`src/rtl/ex_operand_stage.sv`:
```
// ---------------------------------------------------------------------------
// ex_operand_stage
//
// The ID/EX pipeline register and operand-forwarding stage for the 64-bit
// LEGv8 datapath.
//
// Each cycle the stage captures the decoded operands and control into the
// E-stage register. It then resolves read-after-write hazards against the
// instructions currently in MEM and WB. The result is the final ALU operands,
// the ALU opcode, and the forwarded store data for the MEM stage.
//
// Ports
//   clk, reset          rising-edge clock, synchronous active-high reset
//   stall, flush        hazard-unit controls for the E-stage register
//   *_D                 decoded instruction fields from the decode stage
//   aluResult_M, Rd_M,
//   regWrite_M          result and destination of the instruction in MEM
//   writeData_W, Rd_W,
//   regWrite_W          write-back value and destination of the instruction
//                       in WB
//   a_E, b_E            ALU operands after forwarding and immediate select
//   ALUControl_E        registered ALU opcode
//   writeData_E         forwarded store data (register path only)
//   Rd_E, regWrite_E,
//   memWrite_E,
//   memRead_E, valid_E  registered control passed on to MEM
//   fwdA_E, fwdB_E      forwarding selects (00 reg file, 10 MEM, 01 WB)
// ---------------------------------------------------------------------------
module ex_operand_stage #(
    parameter int unsigned N  = 64,
    parameter logic [4:0]  ZR = 5'd31
) (
    input  logic         clk,
    input  logic         reset,
    input  logic         stall,
    input  logic         flush,

    input  logic         valid_D,
    input  logic [N-1:0] readData1_D,
    input  logic [N-1:0] readData2_D,
    input  logic [N-1:0] signImm_D,
    input  logic [4:0]   Rn_D,
    input  logic [4:0]   Rm_D,
    input  logic [4:0]   Rd_D,
    input  logic         ALUSrc_D,
    input  logic [3:0]   ALUControl_D,
    input  logic         regWrite_D,
    input  logic         memWrite_D,
    input  logic         memRead_D,

    input  logic [N-1:0] aluResult_M,
    input  logic [4:0]   Rd_M,
    input  logic         regWrite_M,

    input  logic [N-1:0] writeData_W,
    input  logic [4:0]   Rd_W,
    input  logic         regWrite_W,

    output logic [N-1:0] a_E,
    output logic [N-1:0] b_E,
    output logic [3:0]   ALUControl_E,
    output logic [N-1:0] writeData_E,
    output logic [4:0]   Rd_E,
    output logic         regWrite_E,
    output logic         memWrite_E,
    output logic         memRead_E,
    output logic         valid_E,
    output logic [1:0]   fwdA_E,
    output logic [1:0]   fwdB_E
);

    // Forwarding select encodings.
    localparam logic [1:0] FwdReg = 2'b00;
    localparam logic [1:0] FwdMem = 2'b10;
    localparam logic [1:0] FwdWb  = 2'b01;

    // -----------------------------------------------------------------------
    // E-stage register contents
    // -----------------------------------------------------------------------
    typedef struct packed {
        logic         valid;
        logic [N-1:0] rd1;
        logic [N-1:0] rd2;
        logic [N-1:0] imm;
        logic [4:0]   rn;
        logic [4:0]   rm;
        logic [4:0]   rd;
        logic         alusrc;
        logic [3:0]   aluctl;
        logic         regwrite;
        logic         memwrite;
        logic         memread;
    } e_fields_t;

    e_fields_t dec_fields;
    e_fields_t e_d;
    e_fields_t e_q;

    // Gather the decode-stage fields into one bundle.
    always_comb begin
        dec_fields          = '0;
        dec_fields.valid    = valid_D;
        dec_fields.rd1      = readData1_D;
        dec_fields.rd2      = readData2_D;
        dec_fields.imm      = signImm_D;
        dec_fields.rn       = Rn_D;
        dec_fields.rm       = Rm_D;
        dec_fields.rd       = Rd_D;
        dec_fields.alusrc   = ALUSrc_D;
        dec_fields.aluctl   = ALUControl_D;
        dec_fields.regwrite = regWrite_D;
        dec_fields.memwrite = memWrite_D;
        dec_fields.memread  = memRead_D;
    end

    // Next state: flush beats stall, so a flushed slot always becomes a bubble
    // even when the hazard unit also holds the stage. Reset is applied in the
    // flop and overrides both.
    always_comb begin
        e_d = e_q;
        if (flush) begin
            e_d = '0;
        end else if (!stall) begin
            e_d = dec_fields;
        end
    end

    always_ff @(posedge clk) begin
        if (reset) begin
            e_q <= '0;
        end else begin
            e_q <= e_d;
        end
    end

    // -----------------------------------------------------------------------
    // Forwarding
    // -----------------------------------------------------------------------
    // MEM is younger than WB, so it takes priority. XZR is never a forwarding
    // target: a write to it is architecturally discarded.
    function automatic logic [1:0] fwd_sel(
        input logic [4:0] src,
        input logic       rw_m,
        input logic [4:0] rd_m,
        input logic       rw_w,
        input logic [4:0] rd_w
    );
        logic [1:0] sel;
        sel = FwdReg;
        if (rw_m && (rd_m != ZR) && (rd_m == src)) begin
            sel = FwdMem;
        end else if (rw_w && (rd_w != ZR) && (rd_w == src)) begin
            sel = FwdWb;
        end
        return sel;
    endfunction

    logic [1:0]   fwd_a;
    logic [1:0]   fwd_b;
    logic [N-1:0] opnd_a;
    logic [N-1:0] opnd_b;

    // This path is evaluated even while the stage is stalled. A held
    // instruction can then pick up a producer that arrives in MEM or WB
    // during the stall.
    always_comb begin
        fwd_a = fwd_sel(e_q.rn, regWrite_M, Rd_M, regWrite_W, Rd_W);
        fwd_b = fwd_sel(e_q.rm, regWrite_M, Rd_M, regWrite_W, Rd_W);
    end

    always_comb begin
        opnd_a = e_q.rd1;
        case (fwd_a)
            FwdMem:  opnd_a = aluResult_M;
            FwdWb:   opnd_a = writeData_W;
            default: opnd_a = e_q.rd1;
        endcase
    end

    always_comb begin
        opnd_b = e_q.rd2;
        case (fwd_b)
            FwdMem:  opnd_b = aluResult_M;
            FwdWb:   opnd_b = writeData_W;
            default: opnd_b = e_q.rd2;
        endcase
    end

    // -----------------------------------------------------------------------
    // Outputs
    // -----------------------------------------------------------------------
    // Store data always takes the register path. For STUR, the immediate
    // feeds the address add while the forwarded Rt value is what gets stored.
    assign a_E          = opnd_a;
    assign b_E          = e_q.alusrc ? e_q.imm : opnd_b;
    assign writeData_E  = opnd_b;
    assign ALUControl_E = e_q.aluctl;
    assign Rd_E         = e_q.rd;
    assign regWrite_E   = e_q.regwrite;
    assign memWrite_E   = e_q.memwrite;
    assign memRead_E    = e_q.memread;
    assign valid_E      = e_q.valid;
    assign fwdA_E       = fwd_a;
    assign fwdB_E       = fwd_b;

endmodule

```
`config.mk`:
```
export PLATFORM = sky130hd
export DESIGN_NAME = ex_operand_stage
export DESIGN_NICKNAME = d
export VERILOG_FILES = /design/src/rtl/ex_operand_stage.sv
export SDC_FILE = /design/constraint.sdc
export NUM_CORES = 1
export LEC_CHECK = 0
export ABC_AREA = 1
export BUFFER_PORTS_ARGS = -buffer_cell sky130_fd_sc_hd__buf_2
export CORE_AREA = 2 2 218 220
export CTS_CLUSTER_DIAMETER = 60
export DETAILED_ROUTE_END_ITERATION = 10
export DIE_AREA = 0 0 220 222
export SLEW_MARGIN = 30
export SYNTH_ARGS = -nofsm -noshare
export SYNTH_HDL_FRONTEND = slang
export SYNTH_SLANG_ARGS = --single-unit
export TNS_END_PERCENT = 10
```
`constraint.sdc`:
```
create_clock -name clk -period 2.6 [get_ports clk]
set_clock_uncertainty 0.2 [all_clocks]
set_input_delay 0.52 -clock clk [delete_from_list [all_inputs] [get_ports clk]]
set_output_delay 0.52 -clock clk [all_outputs]
set_load 0.02 [all_outputs]
```
Word level (Yosys, flattened, before mapping)
Index checks and enable logic that the tools add are counted.
{ "totals": {"word_cells": 36, "input_bits": 360, "output_inout_bits": 209, "reg_bits": 216} }
{ "classes": {"muxes": 7, "n_eq_ne": 10, "reduce_logical": 7} }
{ "ops": {"columns": ["op", "count"], "rows": [
  ["$pmux W64 S2", 2],
  ["$mux W64", 1],
  ["$eq A5 B5 Y1", 4],
  ["$ne A5 B5 Y1 const B", 2],
  ["$logic_and A1 B1 Y1", 6],
  ["$eq A2 B1 Y1 const B", 2],
  ["$eq A2 B2 Y1 const B", 2],
  ["$mux W2", 2],
  ["$mux W1", 2],
  ["$reduce_or A2 Y1", 1]
]} }

Logic depth before layout (Yosys ltp)
Gate-level depths: netlist of the first run.
{ "depth": {"depth_word": 8, "mapped_depth": 13, "ltp_nobuf": 11} }

Worst setup path before layout of the first run
Ideal clock, no wire load.
{ "synth_path": {"path_kind": "input to output", "startpoint": "input port Rd_M[0]", "endpoint": "output port b_E[58]", "path_buffers": 2, "path_stages": 10, "required_ps": 1880, "arrival_ps": 1707, "setup_slack_ps": 173, "path_cell_list": "xnor2_1 -> nand2_1 -> nor2_1 -> nand3_2 -> buf_6 -> buf_2 -> nand3_1 -> nand3_1 -> nand2_1 -> nand2_1"} }
{ "synth_via": {"elab_chain_len": 7, "word_cells_on_any_way": 9, "cone_classes": "4 x eq/ne; 3 x mux; 2 x reduce/logical"} }
{ "synth_lines": {"columns": ["item", "line", "text"], "rows": [
  ["start: declaration", "52", "input logic [4:0] Rd_M,"],
  ["$ne A5 B5 Y1", "150", "if (rw_m && (rd_m != ZR) && (rd_m == src)) begin"],
  ["$logic_and A1 B1 Y1", "150", null],
  ["$logic_and A1 B1 Y1 *", "150", null],
  ["$mux W2 *", "150", null],
  ["$eq A2 B1 Y1 / $eq A2 B2 Y1 (equally long branches)", "182", "case (fwd_b)"],
  ["$pmux W64 S2 *", "182", null],
  ["via writeData_E[58]", "62", "output logic [N-1:0] writeData_E,"],
  ["$mux W64 *", "195", "assign b_E = e_q.alusrc ? e_q.imm : opnd_b;"],
  ["end: declaration", "60", "output logic [N-1:0] b_E,"]
]} }
Mark *: on every way through the listed nets, which the timed path passes. The rest lies on a longest branch.

Final worst setup path of the first run
{ "layout_path": {"startpoint": "register e_q[13] (netlist bit)", "endpoint": "output port b_E[5]"} }
{ "layout_via": {"elab_chain_len": 7, "word_cells_on_any_way": 10, "cone_classes": "4 x eq/ne; 4 x mux; 2 x reduce/logical"} }
{ "layout_lines": {"columns": ["item", "line", "text"], "rows": [
  ["start: declaration", "97", "e_fields_t e_q;"],
  ["start signal: assignment", "130", "e_q <= '0;"],
  ["start signal: assignment", "132", "e_q <= e_d;"],
  ["$eq A5 B5 Y1", "152", "end else if (rw_w && (rd_w != ZR) && (rd_w == src)) begin"],
  ["$logic_and A1 B1 Y1", "152", null],
  ["$mux W1", "152", null],
  ["$mux W2 *", "150", null],
  ["$eq A2 B1 Y1 / $eq A2 B2 Y1 (equally long branches)", "182", null],
  ["$pmux W64 S2 *", "182", null],
  ["$mux W64 *", "195", null]
]} }
Every way passes the cells marked *; elsewhere a longest branch is shown, timed or not.

==> key figures, run 1 <==
Synth
  – Sequential-to-total area share from yosys stat: 0.3760
  – Mapped Cells: 1790
  – Post-synth top area share: 0.3760
  – Area leader, netlist: dfxtp_1
  – Simple-Gate Fraction of Synth Area: 0.4410
  – Syn nets: 2150
  – Post-synth EDFFs: 0
  – Post-Synth Adder-Cell Area: 0
  – Mux contribution to synthesized area: 0
  – Ys flop type: dfxtp_1
  – FF+latch count, synth: 216
  – Yosys warning count: 0
  – Post-synthesis cell type count: 25
  – Syn_area_per_cell: 6.424 um^2
  – Post-Synthesis Cell Area: 11500 um^2
  – Largest family of logic cells by synthesized area: simple AND/OR/NAND/NOR gates
  – Top cells by area, synth: dfxtp_1 (38%), nand2_1 (29%), a21oi_1 (9.2%)
  – Top cells by instance count after synthesis: nand2_1 (895), dfxtp_1 (216), a21oi_1 (212)
  – Synth Area in Compound Gates: 0.09629
  – Post-Synth XOR/XNOR Area: 0.01219
  – Count leader, synth: nand2_1
  – Ys async rst share: 0

Finish
  – Area Growth Syn to Fin: 67.34%
  – Final nets: 2792
  – Final core utilization: 0.4160
  – Layout Cells excl Fill: 3062
  – Share of layout cells above drive strength 1: 0.3714

Power and ir drop
  – Clock Power Share: 0.405
  – Comb pwr share: 0.203
  – Seq pwr share: 0.392
  – Sw frac: 0.2886
  – Max VDD drop: 0.3614 mV
  – Switching pwr: 0.002560 W
  – Cell Pwr Density: 461.0 nW/um^2
  – P_leak: 9.074 nW
  – Internal: 0.006311 W

Routing
  – DRC: 0
  – Antenna viol nets, final: 0
  – Initial DRC Count: 1282
  – DR pass1 iterations: 7
  – DRT Wirelength: 59.91 mm
  – WL/cell: 19.56 um
  – Via-to-Cell Ratio: 4.979
  – Vias: 15250

Clock network
  – Worst-path clk slew: 0.06 ns
  – CTS H-Tree Depth: 1
  – CTS Sinks: 216
  – Number of buffers created by CTS: 27
  – CTS tree: done
  – Clk_lat worst skew: 0.55 ns
  – CTS root buf: clkbuf_16
  – Max Buffers Root-to-Sink: 3

Die
  – Core Box Area: 46260 um^2
  – Die Area: 48840 um^2
  – Die Width: 220 um
  – Rows: 79
  – Die height: 222 um
  – Starting Density: 0.2486
  – I/O pin cnt: 569

STA
  – Achievable frequency: 320.5 MHz
  – Worst Max-Slew Pin Slew: 0.7740 ns
  – Final Hold Vio Count: 0
  – Final worst setup slack: -0.5201 ns
  – Final setup viols: 195
  – Slew Limit Fails: 0
  – RSZ-0062 raised after global routing: true
  – Period utilization: 1.200
  – Final min period: 3.120 ns
  – Slew margin rel.: 0.4840

Critical path
  – CP max-delay cell: dfxtp_4
  – Arrival @ worst endpoint: 2.40 ns
  – Critical path startpoint category: flop
  – Setup CP Type: flop to primary output
  – Chain of cells forming the critical path: buf_6, nand2_2, nand2_1, nor2_1, nand3_1, nor2_4, buf_6, clkbuf_16, nand3_4, nand3_4, nand2_1, nand2_2, buf_6
  – FF-to-FF path depth: 3
  – Critical path's largest stage delay: 0.36 ns
  – Crit. End Element: primary output
  – Max FO, Critical Path: 8
  – Worst EP required: 1.88 ns
  – Crit path top cell by count: buf_6

Status
  – Status: finished, violations left
  – Failing checks: negative setup slack

Global route
  – Global Route Usage Sum: 0.2146
  – Vias in the first global route: 14650
  – Antenna violations before repair: 5
  – Largest net degree at the start of global routing: 130
  – Total gr overflow: 0
  – First-pass GRT wire length: 82.48 mm

Place
  – Post-DP HPWL: 36.79 mm
  – Gpl congestion: 0.9967
  – Buffers on Ports: 568
  – Placed Cells: 2874

Worst hold path
  – Hold Path Stages: 3
  – Worst hold path type: input port to flop

Job
  – Max Cap Violations: 0
timing repair:
item | CTS | global route
buffers inserted | 17 | 9
resized for setup | 297 | 191
pin swaps | 7 | 34
hold buffers | 88 | 0
gates cloned | 11 | 12
hold endpoints to repair | 88 | 0
endpoints found under the setup margin | 196 | 196
placed cells by master, fill, tap and decap left out, types with 6 or more instances in the layout:
master	count
a21oi_1	212
buf_12	30
buf_16	13
buf_2	377
buf_4	124
buf_6	117
clkbuf_1	8
clkbuf_16	37
dfxtp_1	209
dlygate4sd3_1	88
inv_1	7
nand2_1	866
nand2_2	27
nand3_1	119
nand3_2	128
nand3_4	15
nor2_1	12
xnor2_1	6
xor2_1	7
power by group through the flow:
stage / sequential [W] / clock, W / combinational (W)
floorplan: 0.00353 / 0 / 0.000720
global placement: 0.00354 / 0 / 0.00139
detailed placement: 0.00355 / 0 / 0.00140
CTS: 0.00348 / 0.00366 / 0.00167
global route: 0.00349 / 0.00381 / 0.00192
finish: 0.00348 / 0.00359 / 0.00180
routing by layer:
metal | track usage | share of wire | vias up
met5 | 0 | 0 | -
met4 | 0.08422 | 0.042 | 0
met3 | 0.03361 | 0.087 | 174
met2 | 0.3698 | 0.48 | 888
met1 | 0.2657 | 0.39 | 7135
li1 | - | - | 7049
sequential cells by signal (all words and copies together) (netlist names):
signal,cells
memWrite_E,1
Rd_E,5
ALUControl_E,4
valid_E,1
memRead_E,1
regWrite_E,1
e_q,203
final timing paths:
kind | startpoint | to | slack [ns]
max | e_q[13]$_SDFFE_PP0N_ | b_E[5] | -0.52
min | Rm_D[3] | e_q[16]$_SDFFE_PP0N_ | 0.02
max reg2reg | e_q[7]$_SDFFE_PP0N_ | e_q[7]$_SDFFE_PP0N_ | 1.39
min reg2reg | Rd_E[4]$_SDFFE_PP0N_ | Rd_E[4]$_SDFFE_PP0N_ | 0.26
layout make-up:
class | count | area [um^2]
diodes | 5 | 12.51
clock buffers | 38 | 747.0
clock inverters | 9 | 80.08
fillers | 4680 | 27020
inverters | 14 | 70.07
multi-input cells | 1411 | 6962
flip-flops and latches | 216 | 4343
well taps | 607 | 759.5
repair buffers | 762 | 6270
through the flow:
step           setup WS [ns]  instance area (um^2)  power [W]  hold WS, ns  TNS, ns
3_5_place_dp         -0.2186                 15050   0.004947       0.2523   -17.68
3_3_place_gp         -0.2266                 15050   0.004937       0.2431   -21.01
4_1_cts              -0.4933                 18190   0.008804   0.00006917   -79.59
2_1_floorplan         0.1732                 11500   0.004253       0.2364        0
6_report             -0.5201                 19240   0.008871      0.01679   -75.53
5_1_grt              -0.6694                 19240   0.009211     0.004903  -104.01
critical path: cells and delay by family (launching register included):
kind	cells	cell delay (ns)
buffers and inverters	4	0.61
flip-flops	1	0.36
AND/OR/NAND/NOR	9	0.85
cells by family (layout without fill, tap and decap cells):
kind of cell	after synthesis	after routing
other	0	5
buffers and inverters	163	823
xor gates and xnor gates	16	16
DFF	216	216
and+or+nand+nor	1177	1177
AOI/OAI and AO/OA	218	218
Power figures use the tool's default switching activity.
==> inputs of run 2 (changes only) <==
clock period = 3.2 ns   (was 2.6 ns; I/O delays follow)
==> key figures, run 2 (synthesis results as in run 1) <==
Status
  – Status: finished, violations left
  – Failing checks: negative setup slack

STA
  – Final min period: 3.220 ns
  – Final worst setup slack: -0.01968 ns (+0.5004 ns)
  – RSZ-0062 raised after global routing: true
  – Achievable frequency: 310.6 MHz
  – Slew margin rel.: 0.4811 (-0.002907)
  – Worst Max-Slew Pin Slew: 0.7784 ns (+0.004360 ns)
  – Slew Limit Fails: 0 (unchanged)
  – Final setup viols: 1 (-99%)
  – Final Hold Vio Count: 0 (unchanged)
  – Period utilization: 1.006

Clock network
  – CTS H-Tree Depth: 1 (unchanged)
  – Clk_lat worst skew: 0.56 ns (about the same)
  – Cts hold-fix bufs: 0 (-100%)
  – Number of buffers created by CTS: 29 (+7.4%)
  – Max Buffers Root-to-Sink: 3 (unchanged)
  – CTS root buf: clkbuf_16
  – CTS tree: done
  – Worst-path clk slew: 0.06 ns (about the same)
  – CTS Sinks: 216 (unchanged)

Critical path
  – Max FO, Critical Path: 8 (unchanged)
  – Chain of cells forming the critical path: inv_2, nand2_2, nand2_2, nand2_2, nor2_4, nand3_4, buf_12, clkbuf_16, buf_8, nand3_1, nand3_2, nand2_1, nand2_1, buf_4
  – Arrival @ worst endpoint: 2.38 ns (-0.02 ns)
  – Critical path's largest stage delay: 0.34 ns (-0.02 ns)
  – Crit path top cell by count: nand2_2
  – Setup CP Type: flop to primary output
  – CP max-delay cell: dfxtp_2
  – WP buf/inv: 5 (+1)
  – Crit. End Element: primary output
  – Critical path startpoint category: flop
  – Worst EP required: 2.36 ns (+0.48 ns)
  – Delay-heaviest family, CP: simple AND/OR/NAND/NOR gates

Finish
  – Layout Cells excl Fill: 2952 (-3.6%)
  – Highest-count cells in the layout ignoring fill and taps: nand2_1 (860), buf_2 (439), a21oi_1 (212), dfxtp_1 (208), nand3_2 (127)
  – Design area: 17990 um^2 (-6.5%)
  – Share of layout cells above drive strength 1: 0.3846 (+0.01319)
  – Final nets: 2681 (-4.0%)
  – Max reg flops: 203 (unchanged)
  – Final core utilization: 0.3889 (-0.02705)
  – Commonest non-fill, non-tap cell in the layout: nand2_1
  – Largest reg by FF count: e_q
  – Area Growth Syn to Fin: 56.46%

Place
  – Placed Cells: 2861 (-0.45%)
  – Gpl congestion: 0.9472 (-5.0%)
  – Post-DP Area: 14960 um^2 (-0.57%)
  – Post-DP HPWL: 36.19 mm (-1.6%)
  – Buffers on Ports: 568 (unchanged)

Global route
  – Antenna violations before repair: 5 (unchanged)
  – Global Route Usage Sum: 0.1905 (-0.02418)
  – First-pass GRT wire length: 74.88 mm (-9.2%)
  – Total gr overflow: 0 (unchanged)
  – Vias in the first global route: 13760 (-6.1%)
  – Largest net degree at the start of global routing: 122 (-6.2%)

Power and ir drop
  – P_leak: 8.639 nW (-4.8%)
  – Total power: 0.007309 W (-18%)
  – Cell Pwr Density: 406.2 nW/um^2 (-12%)
  – Max VDD drop: 0.3238 mV (-10%)

Die
  – Die height: 222 um (unchanged)
  – Core Box Area: 46260 um^2 (unchanged)
  – Die Area: 48840 um^2 (unchanged)
  – Die Width: 220 um (unchanged)
  – Starting Density: 0.2486 (unchanged)
  – I/O pin cnt: 569 (unchanged)
  – Rows: 79 (unchanged)

Routing
  – Antenna viol nets, final: 0 (unchanged)
  – DR pass1 iterations: 6 (-1)
  – Vias: 14620 (-4.1%)
  – Initial DRC Count: 1153 (-10%)
  – Via-to-Cell Ratio: 4.953 (-0.53%)
  – DRT Wirelength: 56.47 mm (-5.7%)
  – WL/cell: 19.13 um (-2.2%)
  – DRC: 0 (unchanged)

Worst hold path
  – Worst hold path type: input port to flop

Job
  – Max Cap Violations: 0 (unchanged)
## run 2: changes by cell type in the layout (fill, tap and decap cells not counted), sizes merged, moves of 2 or more
cell,delta
clkinv,+2
clkbuf,+7
dlygate4sd3,-88
buf,-32
## run 2: final cells by class
type	instances	area, um^2
multi-input combinational	1411	6987
clock buffer	38	799.5
sequential	216	4342
tap	607	759.5
fill	4839	28270
timing repair buffer	649	4883
inverter	14	83.83
antenna	5	12.51
clock inverter	12	125.1
## run 2: metal layers
layer  vias to the layer above  global-route usage  wire [um]  part of all wire
met4                         0             0.06928       2195             0.039
met3                       141             0.03045       4696             0.083
met1                      6858              0.2385      22640              0.40
li1                       6825                   -          -                 -
met2                       796              0.3268      26940              0.48
met5                         -                   0          0                 0
## run 2: stage by stage
stage	hold slack (ns)	setup WS [ns]	setup TNS [ns]
2_1_floorplan	0.2364	0.5332	0
3_3_place_gp	0.2490	0.1298	0
3_5_place_dp	0.2553	0.1318	0
4_1_cts	0.08759	0.001196	0
5_1_grt	0.09378	-0.1351	-8.228
6_report	0.1230	-0.01968	-0.01968
## run 2: where the power goes
group | internal, W | switching (W) | total (W)
Sequential | 0.00278 | 0.0000514 | 0.00283
Clock | 0.00191 | 0.00126 | 0.00317
Combinational | 0.000538 | 0.000773 | 0.00131
## run 2: worst reg2reg max path: stages, from the launching register on
cell      delay (ns)
dfxtp_4         0.34
inv_2           0.06
buf_12          0.32
a211oi_1        0.14
## run 2: what timing repair did
action	CTS	global route
gates resized for setup	7	398
buffers inserted	4	11
endpoints found under the setup margin	67	149
gates cloned	0	21
pin swaps	1	48
## run 2: final timing paths
kind	cells past startpoint	end	start	slack, ns
setup / recovery	14	b_E[47]	e_q[14]$_SDFFE_PP0N_	-0.02
hold / removal	3	e_q[121]$_SDFFE_PP0N_	readData2_D[34]	0.12
setup reg to reg	3	e_q[7]$_SDFFE_PP0N_	e_q[7]$_SDFFE_PP0N_	2.00
hold reg to reg	2	e_q[91]$_SDFFE_PP0N_	e_q[91]$_SDFFE_PP0N_	0.26
==> inputs of run 3 (changes only) <==
GPL_TIMING_DRIVEN = 0   (was not set)
==> key figures, run 3 (synthesis results as in run 1) <==
Status
  – Status: finished, violations left
  – Failing checks: negative setup slack

Place
  – Buffers on Ports: 567 (-0.18%)
  – Post-DP HPWL: 47.75 mm (+32%)
  – Gpl congestion: 0.9702 (+2.4%)
  – Post-DP Area: 15100 um^2 (+0.93%)
  – Dpl ws: -0.3631 ns (-0.4948 ns)

Die
  – Starting Density: 0.2486 (unchanged)
  – Rows: 79 (unchanged)
  – Die Width: 220 um (unchanged)
  – Die height: 222 um (unchanged)
  – Die Area: 48840 um^2 (unchanged)
  – Core Box Area: 46260 um^2 (unchanged)
  – I/O pin cnt: 569 (unchanged)

Power and ir drop
  – Cell Pwr Density: 413.8 nW/um^2 (+1.9%)
  – Clock Power Share: 0.449 (+0.015)
  – Max VDD drop: 0.2960 mV (-8.6%)
  – Sw frac: 0.2919 (+0.006307)
  – Seq pwr share: 0.374 (-0.013)
  – P_leak: 8.919 nW (+3.2%)
  – Comb pwr share: 0.177 (-0.002)
  – Internal: 0.005363 W (+2.7%)
  – Total power: 0.007573 W (+3.6%)
  – Switching pwr: 0.002211 W (+5.9%)

Clock network
  – CTS tree: done
  – CTS H-Tree Depth: 1 (unchanged)
  – CTS Sinks: 216 (unchanged)
  – Worst-path clk slew: 0.06 ns (about the same)
  – Clk_lat worst skew: 0.57 ns (about the same)
  – CTS root buf: clkbuf_16
  – Max Buffers Root-to-Sink: 3 (unchanged)
  – Cts hold-fix bufs: 0 (unchanged)
  – Number of buffers created by CTS: 29 (unchanged)

Worst hold path
  – Worst hold path type: input port to flop
  – Hold_sp: signImm_D[63]
  – Hold EP: e_q[86]$_SDFFE_PP0N_
  – Hold Path Stages: 3 (unchanged)

Global route
  – Total gr overflow: 0 (unchanged)
  – Antenna violations before repair: 12 (+7)
  – Grt met2 use: 0.4059 (+0.07902)
  – Vias in the first global route: 14660 (+6.6%)
  – Largest net degree at the start of global routing: 15 (-88%)
  – Met1 Resource Use GR: 0.3007 (+0.06219)
  – Met3 Track Usage GR: 0.03855 (+0.008093)
  – Global Route Usage Sum: 0.2395 (+0.04901)
  – Busiest layer in global routing: met2
  – First-pass GRT wire length: 88.18 mm (+18%)

Routing
  – Via-to-Cell Ratio: 4.905 (-0.96%)
  – Vias: 14970 (+2.4%)
  – DRT Wirelength: 63.12 mm (+12%)
  – WL/cell: 20.68 um (+8.1%)
  – Initial DRC Count: 850 (-26%)
  – DRC: 0 (unchanged)
  – DR pass1 iterations: 5 (-1)
  – Antenna viol nets, final: 0 (unchanged)

STA
  – Setup TNS: -0.07635 ns (-0.05667 ns)
  – Slew margin rel.: 0.3202 (-0.1609)
  – RSZ-0062 raised after global routing: true
  – Slew Limit Fails: 0 (unchanged)
  – Achievable frequency: 310.5 MHz (about the same)
  – Final Hold Vio Count: 0 (unchanged)
  – Final setup viols: 9 (+8)
  – Period utilization: 1.007 (about the same)
  – Final min period: 3.221 ns (+0.001350 ns)
  – Final worst setup slack: -0.02103 ns (-0.001350 ns)
  – Worst Max-Slew Pin Slew: 1.020 ns (+0.2413 ns)

Critical path
  – CP max-delay cell: dfxtp_4
  – Worst EP required: 2.36 ns (about the same)
  – Critical path startpoint category: flop
  – Chain of cells forming the critical path: xnor2_2, nand2_2, nor2_4, nand3_4, buf_12, buf_16, buf_12, nand3_1, nand3_2, nand2_1, nand2_1, buf_2
  – Delay-heaviest family, CP: simple AND/OR/NAND/NOR gates
  – R2r setup slk: 2.04 ns (+0.04 ns)
  – Max FO, Critical Path: 10 (+2)
  – Setup CP Type: flop to primary output
  – FF-to-FF path depth: 3 (unchanged)
  – Stages on the worst setup path: 12 (-2)
  – Crit. End Element: primary output
  – Arrival @ worst endpoint: 2.38 ns (about the same)
  – WP buf/inv: 4 (-1)
  – Worst Setup SP: e_q[13]$_SDFFE_PP0N_
  – Reg-to-Reg Start: e_q[7]$_SDFFE_PP0N_
  – R2r endpoint: e_q[7]$_SDFFE_PP0N_
  – Critical path's largest stage delay: 0.37 ns (+0.03 ns)

Finish
  – Max reg flops: 203 (unchanged)
  – Area of the multi-input gates: 7209 um^2 (+3.2%)
  – FILL cells: 4979 (+2.9%)
  – Final nets: 2772 (+3.4%)
  – Area Growth Syn to Fin: 59.13%
  – Highest-count cells in the layout ignoring fill and taps: nand2_1 (848), buf_2 (491), a21oi_1 (212), dfxtp_1 (209), nand3_2 (158)
  – Commonest non-fill, non-tap cell in the layout: nand2_1
  – Largest reg by FF count: e_q
  – Seq. cell area: 4340 um^2 (about the same)
  – Share of layout cells above drive strength 1: 0.3969 (+0.01226)
  – Design area: 18300 um^2 (+1.7%)

Job
  – Max Cap Violations: 0 (unchanged)
## run 3: power groups by stage
stage                     sequential (W)  clock, W  combinational [W]
after global routing             0.00284   0.00356            0.00144
after global placement           0.00288         0            0.00117
final                            0.00283   0.00340            0.00134
after floorplan                  0.00287         0           0.000585
after detailed placement         0.00288         0            0.00118
after CTS                        0.00283   0.00346            0.00125
## run 3: repair_timing
action,in CTS,in global routing
gates cloned,2,7
endpoints found under the hold margin,0,0
setup endpoints to repair,188,192
setup buffers,10,6
pin swaps,19,36
resized for setup,222,265
## run 3: how the worst max path moves through the flow
stage              end  slack (ns)
2_1_floorplan  b_E[58]        0.53
3_3_place_gp   a_E[41]       -0.34
3_5_place_dp   a_E[41]       -0.36
4_1_cts        b_E[49]       -0.09
5_1_grt        a_E[43]       -0.12
6_report       b_E[15]       -0.02
## run 3: metal layers
metal / wire, um / vias up
met5: 22 / -
met1: 26200 / 7080
li1: - / 7031
met3: 4547 / 134
met4: 2067 / 4
met2: 30280 / 721
## run 3: worst reg2reg max path, stage by stage (launching register included)
cell	delay, ns
dfxtp_1	0.33
inv_1	0.06
buf_4	0.22
a211oi_1	0.26
## run 3: cell type report
class,instances,area share
clock buffer,37,0.04294
tap,607,0.04150
antenna,11,0.001504
multi-input combinational,1411,0.3940
sequential,216,0.2372
buffer,148,0.06905
clock inverter,16,0.01135
timing repair buffer,592,0.1991
inverter,14,0.003419
## run 3: through the flow
stage | hold WS [ns] | utilization | instances
final | 0.1121 | 0.3956 | 3052
after global routing | 0.1067 | 0.3955 | 3051
after CTS | 0.09102 | 0.3687 | 3029
after detailed placement | 0.2553 | 0.3265 | 2964
after global placement | 0.2522 | 0.3264 | 2964
after floorplan | 0.2364 | - | 1790
